File: src/rtl/membus_arbiter_if.sv
// Request/response bundle between two requesters (I, D), the arbiter and a single memory port.
// slave: the arbiter's view; master: the requesters' and memory's view.
interface membus_arbiter_if #(
  parameter int ADDR_WIDTH = 16,
  parameter int DATA_WIDTH = 64
);
  localparam int MASK_WIDTH = DATA_WIDTH / 8;

  logic                  i_valid;
  logic                  i_ready;
  logic                  i_wen;
  logic [ADDR_WIDTH-1:0] i_addr;
  logic [DATA_WIDTH-1:0] i_wdata;
  logic [MASK_WIDTH-1:0] i_wmask;
  logic                  i_rvalid;
  logic [DATA_WIDTH-1:0] i_rdata;

  logic                  d_valid;
  logic                  d_ready;
  logic                  d_wen;
  logic [ADDR_WIDTH-1:0] d_addr;
  logic [DATA_WIDTH-1:0] d_wdata;
  logic [MASK_WIDTH-1:0] d_wmask;
  logic                  d_rvalid;
  logic [DATA_WIDTH-1:0] d_rdata;

  logic                  mem_valid;
  logic                  mem_wen;
  logic [ADDR_WIDTH-1:0] mem_addr;
  logic [DATA_WIDTH-1:0] mem_wdata;
  logic [MASK_WIDTH-1:0] mem_wmask;
  logic                  mem_rvalid;
  logic [DATA_WIDTH-1:0] mem_rdata;

  logic                  resp_err;

  modport slave (
    input  i_valid, i_wen, i_addr, i_wdata, i_wmask,
    output i_ready, i_rvalid, i_rdata,
    input  d_valid, d_wen, d_addr, d_wdata, d_wmask,
    output d_ready, d_rvalid, d_rdata,
    output mem_valid, mem_wen, mem_addr, mem_wdata, mem_wmask,
    input  mem_rvalid, mem_rdata,
    output resp_err
  );

  modport master (
    output i_valid, i_wen, i_addr, i_wdata, i_wmask,
    input  i_ready, i_rvalid, i_rdata,
    output d_valid, d_wen, d_addr, d_wdata, d_wmask,
    input  d_ready, d_rvalid, d_rdata,
    input  mem_valid, mem_wen, mem_addr, mem_wdata, mem_wmask,
    output mem_rvalid, mem_rdata,
    input  resp_err
  );
endinterface

File: src/rtl/membus_arbiter.sv
// Two-requester memory arbiter with zero-latency request pass-through and an in-order owner queue
// for response routing. Define ARB_DATA_PRIORITY_EN to give D fixed priority instead of round-robin.
//
// Handshake: a request transfers in any cycle where x_valid && x_ready; the requester holds its
// fields stable until then. Memory accepts every mem_valid and returns one mem_rvalid per request,
// in order; responses reach their owner through x_rvalid in the same cycle (no ready on responses).
module membus_arbiter #(
  parameter int ADDR_WIDTH  = 16,
  parameter int DATA_WIDTH  = 64,
  parameter int OUTSTANDING = 2
) (
  input logic                clk,
  input logic                rst,
  membus_arbiter_if.slave    bus
);
  localparam int MASK_WIDTH = DATA_WIDTH / 8;
  localparam int PTR_W      = (OUTSTANDING > 1) ? $clog2(OUTSTANDING) : 1;
  localparam int CNT_W      = $clog2(OUTSTANDING + 1);
  localparam logic OWNER_I  = 1'b0;
  localparam logic OWNER_D  = 1'b1;

  logic             owner_q [OUTSTANDING];
  logic [PTR_W-1:0] wr_ptr;
  logic [PTR_W-1:0] rd_ptr;
  logic [CNT_W-1:0] occupancy;
  logic             full;
  logic             empty;
  logic             grant_i;
  logic             grant_d;
  logic             i_ready;
  logic             d_ready;
  logic             accept;
  logic             pop;
  logic             head_owner;
  logic             i_rvalid;
  logic             d_rvalid;
  logic             err_q;

  function automatic logic [PTR_W-1:0] next_ptr(input logic [PTR_W-1:0] p);
    return (p == PTR_W'(OUTSTANDING - 1)) ? '0 : p + 1'b1;
  endfunction

  // Full uses registered occupancy only, so a same-cycle pop never frees a slot early.
  assign full  = (occupancy == CNT_W'(OUTSTANDING));
  assign empty = (occupancy == '0);

`ifdef ARB_DATA_PRIORITY_EN
  always_comb begin
    grant_d = bus.d_valid;
    grant_i = bus.i_valid && !bus.d_valid;
  end
`else
  logic last_d;

  always_comb begin
    grant_i = bus.i_valid && (!bus.d_valid || last_d);
    grant_d = bus.d_valid && !grant_i;
  end

  always_ff @(posedge clk) begin
    if (rst) begin
      last_d <= 1'b1;
    end else if (accept) begin
      last_d <= grant_d;
    end
  end
`endif

  assign i_ready = grant_i && !full && !rst;
  assign d_ready = grant_d && !full && !rst;
  assign accept  = i_ready || d_ready;

  assign bus.i_ready   = i_ready;
  assign bus.d_ready   = d_ready;
  assign bus.mem_valid = accept;

  always_comb begin
    bus.mem_wen   = 1'b0;
    bus.mem_addr  = '0;
    bus.mem_wdata = '0;
    bus.mem_wmask = '0;
    if (i_ready) begin
      bus.mem_wen   = bus.i_wen;
      bus.mem_addr  = bus.i_addr;
      bus.mem_wdata = bus.i_wdata;
      bus.mem_wmask = bus.i_wmask;
    end else if (d_ready) begin
      bus.mem_wen   = bus.d_wen;
      bus.mem_addr  = bus.d_addr;
      bus.mem_wdata = bus.d_wdata;
      bus.mem_wmask = bus.d_wmask;
    end
  end

  // Responses are routed by the head of the owner queue; an orphan response is dropped.
  assign head_owner = owner_q[rd_ptr];
  assign pop        = bus.mem_rvalid && !empty && !rst;
  assign i_rvalid   = pop && (head_owner == OWNER_I);
  assign d_rvalid   = pop && (head_owner == OWNER_D);

  assign bus.i_rvalid = i_rvalid;
  assign bus.d_rvalid = d_rvalid;
  assign bus.i_rdata  = i_rvalid ? bus.mem_rdata : '0;
  assign bus.d_rdata  = d_rvalid ? bus.mem_rdata : '0;
  assign bus.resp_err = err_q;

  always_ff @(posedge clk) begin
    if (accept) begin
      owner_q[wr_ptr] <= d_ready ? OWNER_D : OWNER_I;
    end
  end

  always_ff @(posedge clk) begin
    if (rst) begin
      wr_ptr    <= '0;
      rd_ptr    <= '0;
      occupancy <= '0;
      err_q     <= 1'b0;
    end else begin
      if (accept) begin
        wr_ptr <= next_ptr(wr_ptr);
      end
      if (pop) begin
        rd_ptr <= next_ptr(rd_ptr);
      end
      case ({accept, pop})
        2'b10:   occupancy <= occupancy + 1'b1;
        2'b01:   occupancy <= occupancy - 1'b1;
        default: occupancy <= occupancy;
      endcase
      if (bus.mem_rvalid && empty) begin
        err_q <= 1'b1;
      end
    end
  end

  // Keeps MASK_WIDTH referenced for readers matching this module against the interface widths.
  localparam int MASK_CHECK = MASK_WIDTH;
endmodule
File: src/flat_wrapper.sv
// flat-port wrapper written by rule: the top's interface ports become plain ports
module membus_arbiter_flat 
#(
  parameter int ADDR_WIDTH  = 16,
  parameter int DATA_WIDTH  = 64,
  parameter int OUTSTANDING = 2
)
  (clk, rst, bus_i_valid, bus_i_wen, bus_i_addr, bus_i_wdata, bus_i_wmask, bus_i_ready, bus_i_rvalid, bus_i_rdata, bus_d_valid, bus_d_wen, bus_d_addr, bus_d_wdata, bus_d_wmask, bus_d_ready, bus_d_rvalid, bus_d_rdata, bus_mem_valid, bus_mem_wen, bus_mem_addr, bus_mem_wdata, bus_mem_wmask, bus_mem_rvalid, bus_mem_rdata, bus_resp_err);
  membus_arbiter_if #(.ADDR_WIDTH(ADDR_WIDTH), .DATA_WIDTH(DATA_WIDTH)) bus_i ();
  input logic clk;
  input logic rst;
  input wire logic [$bits(bus_i.i_valid)-1:0] bus_i_valid;
  input wire logic [$bits(bus_i.i_wen)-1:0] bus_i_wen;
  input wire logic [$bits(bus_i.i_addr)-1:0] bus_i_addr;
  input wire logic [$bits(bus_i.i_wdata)-1:0] bus_i_wdata;
  input wire logic [$bits(bus_i.i_wmask)-1:0] bus_i_wmask;
  output wire logic [$bits(bus_i.i_ready)-1:0] bus_i_ready;
  output wire logic [$bits(bus_i.i_rvalid)-1:0] bus_i_rvalid;
  output wire logic [$bits(bus_i.i_rdata)-1:0] bus_i_rdata;
  input wire logic [$bits(bus_i.d_valid)-1:0] bus_d_valid;
  input wire logic [$bits(bus_i.d_wen)-1:0] bus_d_wen;
  input wire logic [$bits(bus_i.d_addr)-1:0] bus_d_addr;
  input wire logic [$bits(bus_i.d_wdata)-1:0] bus_d_wdata;
  input wire logic [$bits(bus_i.d_wmask)-1:0] bus_d_wmask;
  output wire logic [$bits(bus_i.d_ready)-1:0] bus_d_ready;
  output wire logic [$bits(bus_i.d_rvalid)-1:0] bus_d_rvalid;
  output wire logic [$bits(bus_i.d_rdata)-1:0] bus_d_rdata;
  output wire logic [$bits(bus_i.mem_valid)-1:0] bus_mem_valid;
  output wire logic [$bits(bus_i.mem_wen)-1:0] bus_mem_wen;
  output wire logic [$bits(bus_i.mem_addr)-1:0] bus_mem_addr;
  output wire logic [$bits(bus_i.mem_wdata)-1:0] bus_mem_wdata;
  output wire logic [$bits(bus_i.mem_wmask)-1:0] bus_mem_wmask;
  input wire logic [$bits(bus_i.mem_rvalid)-1:0] bus_mem_rvalid;
  input wire logic [$bits(bus_i.mem_rdata)-1:0] bus_mem_rdata;
  output wire logic [$bits(bus_i.resp_err)-1:0] bus_resp_err;
  assign bus_i.i_valid = bus_i_valid;
  assign bus_i.i_wen = bus_i_wen;
  assign bus_i.i_addr = bus_i_addr;
  assign bus_i.i_wdata = bus_i_wdata;
  assign bus_i.i_wmask = bus_i_wmask;
  assign bus_i_ready = bus_i.i_ready;
  assign bus_i_rvalid = bus_i.i_rvalid;
  assign bus_i_rdata = bus_i.i_rdata;
  assign bus_i.d_valid = bus_d_valid;
  assign bus_i.d_wen = bus_d_wen;
  assign bus_i.d_addr = bus_d_addr;
  assign bus_i.d_wdata = bus_d_wdata;
  assign bus_i.d_wmask = bus_d_wmask;
  assign bus_d_ready = bus_i.d_ready;
  assign bus_d_rvalid = bus_i.d_rvalid;
  assign bus_d_rdata = bus_i.d_rdata;
  assign bus_mem_valid = bus_i.mem_valid;
  assign bus_mem_wen = bus_i.mem_wen;
  assign bus_mem_addr = bus_i.mem_addr;
  assign bus_mem_wdata = bus_i.mem_wdata;
  assign bus_mem_wmask = bus_i.mem_wmask;
  assign bus_i.mem_rvalid = bus_mem_rvalid;
  assign bus_i.mem_rdata = bus_mem_rdata;
  assign bus_resp_err = bus_i.resp_err;
  membus_arbiter #(.ADDR_WIDTH(ADDR_WIDTH), .DATA_WIDTH(DATA_WIDTH), .OUTSTANDING(OUTSTANDING)) u_core (.clk(clk), .rst(rst), .bus(bus_i));
endmodule
File: config.mk
export PLATFORM = sky130hd
export DESIGN_NAME = membus_arbiter_flat
export DESIGN_NICKNAME = d
export VERILOG_FILES = /design/src/rtl/membus_arbiter_if.sv /design/src/rtl/membus_arbiter.sv /design/src/flat_wrapper.sv
export SDC_FILE = /design/constraint.sdc
export NUM_CORES = 1
export LEC_CHECK = 0
export BUFFER_PORTS_ARGS = -buffer_cell sky130_fd_sc_hd__buf_2
export CAP_MARGIN = 10
export CORE_AREA = 2 2 183 185
export CTS_BUF_LIST = sky130_fd_sc_hd__clkbuf_4 sky130_fd_sc_hd__clkbuf_8
export CTS_CLUSTER_DIAMETER = 80
export DETAILED_ROUTE_END_ITERATION = 6
export DIE_AREA = 0 0 185 187
export PLACE_DENSITY = 0.31
export SYNTH_ARGS = -nofsm -noshare
export SYNTH_HDL_FRONTEND = slang
export SYNTH_SLANG_ARGS = --single-unit
File: constraint.sdc
create_clock -name clk -period 4.3 [get_ports clk]
set_clock_uncertainty 0.05 [all_clocks]
set_input_delay 0.215 -clock clk [delete_from_list [all_inputs] [get_ports clk]]
set_output_delay 0.215 -clock clk [all_outputs]
set_load 0.05 [all_outputs]
# After elaboration in Yosys (flattened, before gate mapping)
# Memory sizes are Yosys's and may differ from the RTL's. A register that Yosys moved wholly into a read port is not among the register bits.
# Cells that the tools add are included.
# word_totals
output_inout_bits,223
n_memories,1
inputBits,247
elab_cells,52
regBits,6
ramBits,2
# memory_table
memory,words,width,rd,rd_clocked_by_memory_dff,wr,line,text
u_core.owner_q,2,1,1,1,1,membus_arbiter.sv:22,logic owner_q [OUTSTANDING];
# op_classes
reduce_logical,20
n_eq_ne,3
mux,18
addsub,4
bitwise,1
# ops
op,n
$mux W64,4
$mux W16,2
$mux W8,2
$logic_and A1 B1 Y1,11
$mux W1,9
$logic_not A1 Y1,5
$eq A2 B2 Y1 const B,2
$pmux W2 S2,1
$add A1 B1 Y1 const B,2
$add A2 B1 Y2 const B,1
$eq A2 B1 Y1 const B,1
$logic_not A2 Y1,1
$logic_or A1 B1 Y1,2
$reduce_bool A2 Y1,1
$sub A2 B1 Y2 const B,1
$not A1 Y1,1

# Longest topological paths before layout
# Gate-level depths: netlist of the first run.
# logic_depth
depth_word,10
ltp_mapped,7
ltp_nobuf,7

# Worst setup path before layout of the first run
# No wires, ideal clock.
# synth_path
kind,reg2reg
startpoint,reg u_core.occupancy[1]
endpoint,reg u_core.occupancy[1]
slack_ns,1.508
arrival_ns,2.671
synth_period_minus_slack_ns,2.792
stages_incl_launch_ff,7
t_required_ns,4.179
setup_ns,0.071
n_path_buf,0
cell_sequence,dfxtp_1 > nor2b_2 > nor3_1 > inv_1 > ha_1 > or3_1 > a21oi_1
# synth_between
elab_chain_cells,7
elab_cells_between_ends,17
cone_classes,2 x add/sub; 3 x eq/ne; 1 x mux; 11 x reduce/logical
# synth_rtl
element,line,text
start: declaration,membus_arbiter.sv:25,logic [CNT_W-1:0] occupancy;
start signal: assignment,membus_arbiter.sv:127,2'b10: occupancy <= occupancy + 1'b1;
start signal: assignment,membus_arbiter.sv:128,2'b01: occupancy <= occupancy - 1'b1;
start signal: assignment,membus_arbiter.sv:129,default: occupancy <= occupancy;
$eq A2 B2 Y1 *,membus_arbiter.sv:44,assign full = (occupancy == CNT_W'(OUTSTANDING));
$logic_not A1 Y1 *,"membus_arbiter.sv:69, membus_arbiter.sv:70",
"$logic_and A1 B1 Y1, on equally long branches (2 in a row)","membus_arbiter.sv:69, membus_arbiter.sv:70",
$logic_or A1 B1 Y1 *,membus_arbiter.sv:71,assign accept = i_ready || d_ready;
net bus_mem_valid,flat_wrapper.sv:28,output wire logic [$bits(bus_i.mem_valid)-1:0] bus_mem_valid;
$eq A2 B1 Y1 or $eq A2 B2 Y1 (tied branches),membus_arbiter.sv:126,"case ({accept, pop})"
$pmux W2 S2 or $reduce_bool A2 Y1 (tied branches),--,
# The timed path passes the listed nets; every way through them passes the cells marked *.
# A chain may end at the register's enable or synchronous reset.

# Worst setup path in the final report of the first run
# layout_path
startpoint,reg u_core.occupancy[0]
endpoint,out bus_d_rdata[2]
# layout_between
elab_chain_cells,6
# layout_rtl
element,line,text
$logic_not A2 Y1,membus_arbiter.sv:45,assign empty = (occupancy == '0);
$logic_not A1 Y1,membus_arbiter.sv:97,assign pop = bus.mem_rvalid && !empty && !rst;
$logic_and A1 B1 Y1 (2 in a row),membus_arbiter.sv:97,
$logic_and A1 B1 Y1,membus_arbiter.sv:99,assign d_rvalid = pop && (head_owner == OWNER_D);
$mux W64,membus_arbiter.sv:104,assign bus.d_rdata = d_rvalid ? bus.mem_rdata : '0;
end: declaration,flat_wrapper.sv:27,output wire logic [$bits(bus_i.d_rdata)-1:0] bus_d_rdata;
# Every way passes these cells.

==> results of run 1 <==
==> logic make-up after synthesis <==
logic type	after synthesis
buffers and inverters	51
multiplexers	2
flip-flops	9
AO/OA/AOI/OAI	97
adder cells (fa/ha/maj)	1
AND/OR/NAND/NOR	144
XOR/XNOR	3
==> worst max-delay path, delay by kind of cell (launching register included) <==
family	cells	cell delay [ps]
buffers and inverters	2	740
AO/OA/AOI/OAI	1	270
AND/OR/NAND/NOR	2	750
flip-flops	1	430
==> how the worst max path moves through the flow <==
stage / depth (start not counted) / slack, ps / start / to
finish: 5 / 1570 / u_core.occupancy[0] / bus_d_rdata[2]
global placement: 6 / 1770 / u_core.occupancy[1] / bus_mem_addr[4]
detailed placement: 6 / 1750 / u_core.occupancy[0] / bus_mem_addr[4]
global route: 5 / 1350 / u_core.occupancy[0] / bus_d_rdata[60]
floorplan: 6 / 1510 / u_core.occupancy[1] / u_core.occupancy[1]
CTS: 6 / 1500 / u_core.occupancy[0] / bus_mem_addr[4]
==> cell usage in the layout, fill, tap and decap left out, types with 2 or more instances in the layout <==
master,synthesis,final
a21oi_1,2,2
o21ai_0,3,3
buf_4,0,5
dfxtp_1,7,7
xor2_1,2,2
a22o_1,89,89
and3_1,128,128
clkbuf_8,0,3
inv_1,3,3
nor2_1,8,7
nor3_1,3,3
edfxtp_1,2,2
buf_2,1,469
==> metrics by stage <==
stage,setup WS [ps],util
detailed placement,1753,0.1519
floorplan,1508,-
global route,1346,0.1533
finish,1572,0.1533
CTS,1496,0.1533
global placement,1768,0.1519
==> cell type report <==
class / instances / area, um^2 / area share
Timing Repair Buffer: 475 / 2405 / 0.4773
Inverter: 4 / 15.01 / 0.002980
Clock buffer: 3 / 41.29 / 0.008195
Multi-Input combinational cell: 247 / 1812 / 0.3596
Sequential cell: 9 / 200.2 / 0.03973
Clock inverter: 1 / 5.005 / 0.0009933
Tap cell: 448 / 560.5 / 0.1112
==> metal layers <==
| layer | up-vias | track usage | share of wire |
|---|---|---|---|
| li1 | 2067 | - | - |
| met1 | 1891 | 0.1141 | 0.37 |
| met2 | 294 | 0.2190 | 0.53 |
| met3 | 9 | 0.02434 | 0.097 |
| met4 | 4 | 0.005495 | 0.0021 |
| met5 | - | 0 | 0.0012 |
==> power by group through the flow <==
stage               combinational, uW  clock (uW)  sequential, uW
floorplan                         711           0             118
global placement                 1040           0             116
detailed placement               1040           0             117
CTS                              1040         102             115
global route                     1080         108             118
finish                           1020        97.6             115
==> impl_results.md, run 1 <==
* Via count at 4265
* Std-Cell Rows at 67
* Top FF cell, synth: dfxtp_1
* Simple-gate share of the synthesized area at 0.3808
* Max-cap violations at 0
* Sequential share of power at 0.093
* Adder-cell share of the synthesized area at 0.005394
* Async set-reset flop share out of synthesis at 0
* Psw at 800.9 uW
* Core ar. at 32860 um^2
* Starting Density at 0.07059
* R2r setup slk at approximately 2100 ps
* Synth cell types at 26
* Worst r2r src: u_core.occupancy[0]
* Residual DRC at 0
* Fin crit share at 0.6344
* Top cells by count, synth: and3_1, a22o_1, clkbuf_1
* Leakage at 0.003484 uW
* Die X at 185 um
* Critical path fanouts, max at 58
* Xor/xnor cell area share of the yosys netlist at 0.01133
* Slew Limit Fails at 0
* Min-delay src: bus_mem_rvalid
* Routability Congestion at 0.7708
* DIE AREA at between 30000 and 40000 um^2
* Worst-Margin Slew at 1102 ps
* Hold Crit Depth at 3
* RSZ-0062 raised after global routing: false
* Final ANT Viol Nets at 0
* Yosys reg bits at 9
* Mapped Area at roughly 2300 um^2
* Post-CTS Setup Bufs at 0
* Mux share of post-synthesis cell area at 0.009169
* Initial antenna violation count at 3
* Nets@finish at 988
* Syn-to-layout area delta at 117.2%
* Post-synthesis sequential area ratio at 0.08630
* Pwr Density at about 250 nW/um^2
* Critical Path RT at 4030 ps
* Gr ovfl total at 0
* Mapped Nets at 555
* Post-detail-place hpwl at about 18 mm
* Slew HR at 0.2495
* Slowest cell on the critical path: nor2_4
* CTS tree: yes
* Peak supply drop at 0.09236 mV
* Inserted Diodes at 0
* Critical path class: reg -> out
* Compound-cell area share of the yosys netlist at 0.3657
* Drt total wl at 20.65 mm
* DR pass1 iterations at 4
* Post-synth EDFFs at 2
* Switch share at 0.6485
* IO Port Bufs at 469
* Reg-to-reg endpoint: u_core.occupancy[1]
* Total power at between 1000 and 1500 uW
* Most frequent cell after synthesis: and3_1
* I/O Pins at 470
* Synth area leader: and3_1
* Final hold violations at 0
* Filler cells at 3922
* Fin Hold WS at 175.8 ps
* Num CTS Buffers at 3
* Hold EP: u_core.bus.resp_err
* Clock root cell: clkbuf_8
* Clk sink count at 9
* Synth Warn # at 0
* Main combinational cell family by area after synthesis: simple AND/OR/NAND/NOR gates
* Finish-stage setup viols at 0
* Top cells by area, synth: and3_1, a22o_1, buf_6
* # hold bufs at CTS at 0
* DP Area at about 5000 um^2
* Tightest Hold Check Type: in -> reg
* CP Cell Sequence: o21ai_0, nor2_4, buf_4, and3_1, buf_2
* Final design area excluding fillers at 5039 um^2
* Placed insts at approximately 1200
* Die height at 187 um
* Clock latency on the worst-skew pair at approximately 230 ps
* CP endpoint kind: output pin
* Crit path time final at 2728 ps
* Total track usage at 0.1072
* R2R depth at 5
* Crit start category: register
* Clock power frac at 0.079
* Clock transition at path regs at roughly 40 ps
* Mean post-synth cell area at 7.556 um^2
* WL per Instance at between 15 and 20 um
* Crit-path max cell delay at 520 ps
* Top-area cell type share of the netlist area at 0.3452
* Status: finished, final reports clean
* Clock tree buffer depth at 2
* Layout cell share with drive strength beyond 1 at 0.6563
* Final cell count without fillers at 1187
* Peak Freq at 0.3666 GHz
* CTS H-tree depth at 1
* Post-Syn Instances at 307
* Initial DRC count at 140
* Largest net degree at the start of global routing at just over 90
* Internal Pwr Total at around 430 uW
* Avg Vias per Cell at 3.593
* Gate power share at 0.828
* TNS Setup at 0 ps
* First-pass GRT wire length at ~27 mm
* Data arrival, critical path at 2460 ps
* Vias in the first global route at 4086
* Post-CTS sizing at 0
No activity file was read; power rests on OpenSTA's default activity.
==> inputs of run 2 (changes only) <==
- ABC_AREA: unset -> 1
- CORE_AREA: 2 2 183 185 -> 2 2 181 183
- DIE_AREA: 0 0 185 187 -> 0 0 183 185
- PLACE_DENSITY: 0.31 -> 0.33
- clock period: 4.3 -> 2.45 ns (I/O delays scaled with it)
==> impl_results.md, run 2 <==
* Gr ovfl total at 0 (unchanged)
* Layout cell share with drive strength beyond 1 at 0.4965 (-0.1598)
* IO Port Bufs at 469 (unchanged)
* Min-delay src: rst
* Top FF cell, synth: dfxtp_1
* Num CTS Buffers at 3 (unchanged)
* Yosys reg bits at 9 (unchanged)
* Filler cells at 3900 (-0.56%)
* DIE AREA at 33860 um^2 (-2.1%)
* Data arrival, critical path at 2090 ps (-370 ps)
* Largest net degree at the start of global routing at 66 (-27%)
* Most frequent cell after synthesis: nand2_1
* Total track usage at 0.1159 (+0.008705)
* Via count at 4776 (+12%)
* Worst-Margin Slew at 568.2 ps (-534.0 ps)
* Internal Pwr Total at 672.8 uW (+55%)
* Post-synthesis sequential area ratio at 0.08151 (-0.004792)
* Core ar. at 32040 um^2 (-2.5%)
* Critical Path RT at 2280 ps (-1750 ps)
* Synth area leader: nand2_1
* Async set-reset flop share out of synthesis at 0 (unchanged)
* Die height at 185 um (-1.1%)
* Post-synth EDFFs at 2 (unchanged)
* RSZ-0062 raised after global routing: false
* Vias in the first global route at 4725 (+16%)
* Fin Hold WS at 119.3 ps (-56.56 ps)
* Sequential share of power at 0.099 (+0.006)
* R2R depth at 10 (+5)
* Mapped Area at 2456 um^2 (+5.9%)
* CTS tree: yes
* Critical path class: reg -> out
* Final hold violations at 0 (unchanged)
* Clk sink count at 9 (unchanged)
* Slew HR at 0.6199 (+0.3703)
* Avg Vias per Cell at 3.359 (-6.5%)
* DR pass1 iterations at 4 (unchanged)
* R2r setup slk at 760 ps (-1350 ps)
* Mean post-synth cell area at 4.466 um^2 (-41%)
* Nets@finish at 1258 (+27%)
* CTS H-tree depth at 1 (unchanged)
* Final ANT Viol Nets at 0 (unchanged)
* Mapped Nets at 798 (+44%)
* Drt total wl at 21.42 mm (+3.7%)
* Syn-to-layout area delta at 115.8%
* Fin crit share at 0.9221
* Reg-to-reg endpoint: u_core.occupancy[1]
* Worst r2r src: u_core.last_d
* Post-detail-place hpwl at 19.66 mm (+8.3%)
* Switch share at 0.6317 (-0.01682)
* TNS Setup at 0 ps (unchanged)
* Top cells by area, synth: nand2_1, nor2_1, inv_1
* Leakage at 0.003901 uW (+12%)
* Top-area cell type share of the netlist area at 0.4264 (+0.08119)
* WL per Instance at 15.06 um (-13%)
* Clock latency on the worst-skew pair at 230 ps (about the same)
* Peak supply drop at 0.1304 mV (+41%)
* CP endpoint kind: output pin
* Most common cell after layout, fill and taps aside: buf_2
* Routability Congestion at 0.7333 (-4.9%)
* Tightest Hold Check Type: in -> reg
* Finish-stage setup viols at 0 (unchanged)
* Std-Cell Rows at 66 (-1.5%)
* Die X at 183 um (-1.1%)
* Clock transition at path regs at 40 ps (about the same)
* First-pass GRT wire length at 29.53 mm (+7.8%)
* Synth Warn # at 0 (unchanged)
* Hold Crit Depth at 2 (-1)
* Critical path fanouts, max at 34 (-41%)
* Synth cell types at 21 (-19%)
* Max-cap violations at 0 (unchanged)
* Psw at 1154 uW (+44%)
* Top cells by count, synth: nand2_1, nor2_1, inv_1
* Status: finished, final reports clean
* Crit start category: register
* Slew Limit Fails at 0 (unchanged)
* Clock power frac at 0.102 (+0.023)
* Clock tree buffer depth at 2 (unchanged)
* Crit path time final at approximately 2300 ps
* Clock root cell: clkbuf_8
* Initial DRC count at 151 (+7.9%)
* Initial antenna violation count at 12 (+9)
* Pwr Density at 344.5 nW/um^2 (+41%)
* Gate power share at 0.799 (-0.029)
* Post-Syn Instances at 550 (+79%)
* Residual DRC at 0 (unchanged)
* Final design area excluding fillers at 5301 um^2 (+5.2%)
* Starting Density at 0.07666 (+0.006065)
* I/O Pins at 470 (unchanged)
* Commonest cells after routing, fill and taps aside: buf_2, nand2_1, nor2_1, inv_1, buf_4
* Peak Freq at 0.4426 GHz
* DP Area at 5239 um^2 (+4.9%)
* Hold EP: u_core.bus.resp_err
==> run 2: cell count changes in the layout (fill, tap and decap cells not counted), sizes merged, moves of 12 or more <==
cell / delta
a22o: -89
and3: -128
buf: +12
inv: +75
nand2: +279
nor2: +128
==> run 2: worst max path at each step <==
stage	start	end	slack, ps	cells after the start
2_1_floorplan	u_core.last_d	u_core.occupancy[1]	460	10
3_3_place_gp	u_core.occupancy[0]	bus_mem_wdata[27]	300	8
3_5_place_dp	u_core.occupancy[0]	bus_mem_wdata[27]	290	8
4_1_cts	u_core.occupancy[0]	bus_mem_wdata[27]	50	8
5_1_grt	u_core.occupancy[0]	bus_mem_wdata[27]	5	8
6_report	u_core.occupancy[0]	bus_mem_wdata[27]	190	8
==> run 2: layout make-up <==
class                   count  area (um^2)  area share
diodes                      5        12.51    0.002360
clock buffers               4        48.80    0.009205
inverters                  79        299.0     0.05641
multi-input cells         430         1685      0.3179
flip-flops and latches      9        200.2     0.03776
well taps                 408        510.5     0.09629
repair buffers            487         2545      0.4801
==> run 2: power groups by stage <==
stage	clock network, uW	logic (uW)	registers (uW)
3_3_place_gp	0	1480	184
3_5_place_dp	0	1480	184
2_1_floorplan	0	964	189
5_1_grt	203	1560	184
4_1_cts	190	1480	182
6_report	186	1460	181
==> run 2: worst max-delay path, stage by stage (launching register included) <==
cell and delay [ps]:
dfxtp_1 420, inv_2 80, a21oi_2 150, nand2_1 130, inv_4 340, buf_4 250
nand2_1 60, nand2_1 110, buf_2 310
==> run 2: cells by family (layout without fill, tap and decap cells) <==
group / after synthesis / count (layout) / synth area share
AOI/OAI and AO/OA: 12 / 12 / 0.03312
xor gates and xnor gates: 1 / 1 / 0.003567
adders and majority gates: 1 / 1 / 0.005093
buffers and inverters: 111 / 570 / 0.2343
DFF: 9 / 9 / 0.08151
other: 0 / 5 / 0
and+or+nand+nor: 416 / 416 / 0.6424
==> run 2: timing repair <==
item                                    in CTS  in global routing
resized for setup                            0                  1
endpoints found under the setup margin       0                 23
hold buffers                                 0                  0
buffers inserted                             0                  0
==> run 2: per-stage QoR <==
stage	std cells	utilization	setup WS (ps)	power, uW
finish	1422	0.1655	190.9	1827
global route	1417	0.1651	4.822	1948
CTS	1417	0.1650	46.93	1855
detailed placement	1413	0.1635	292.1	1665
global placement	1413	0.1635	303.4	1664
floorplan	550	-	462.7	1154
==> run 2: per-layer routing <==
layer,vias to the layer above,track usage,wire [um],share of wire
li1,2487,-,-,-
met2,291,0.2314,11080,0.52
met5,-,0,65,0.0030
met1,1969,0.1215,7742,0.36
met3,19,0.03991,2448,0.11
met4,10,0.005760,85,0.0040
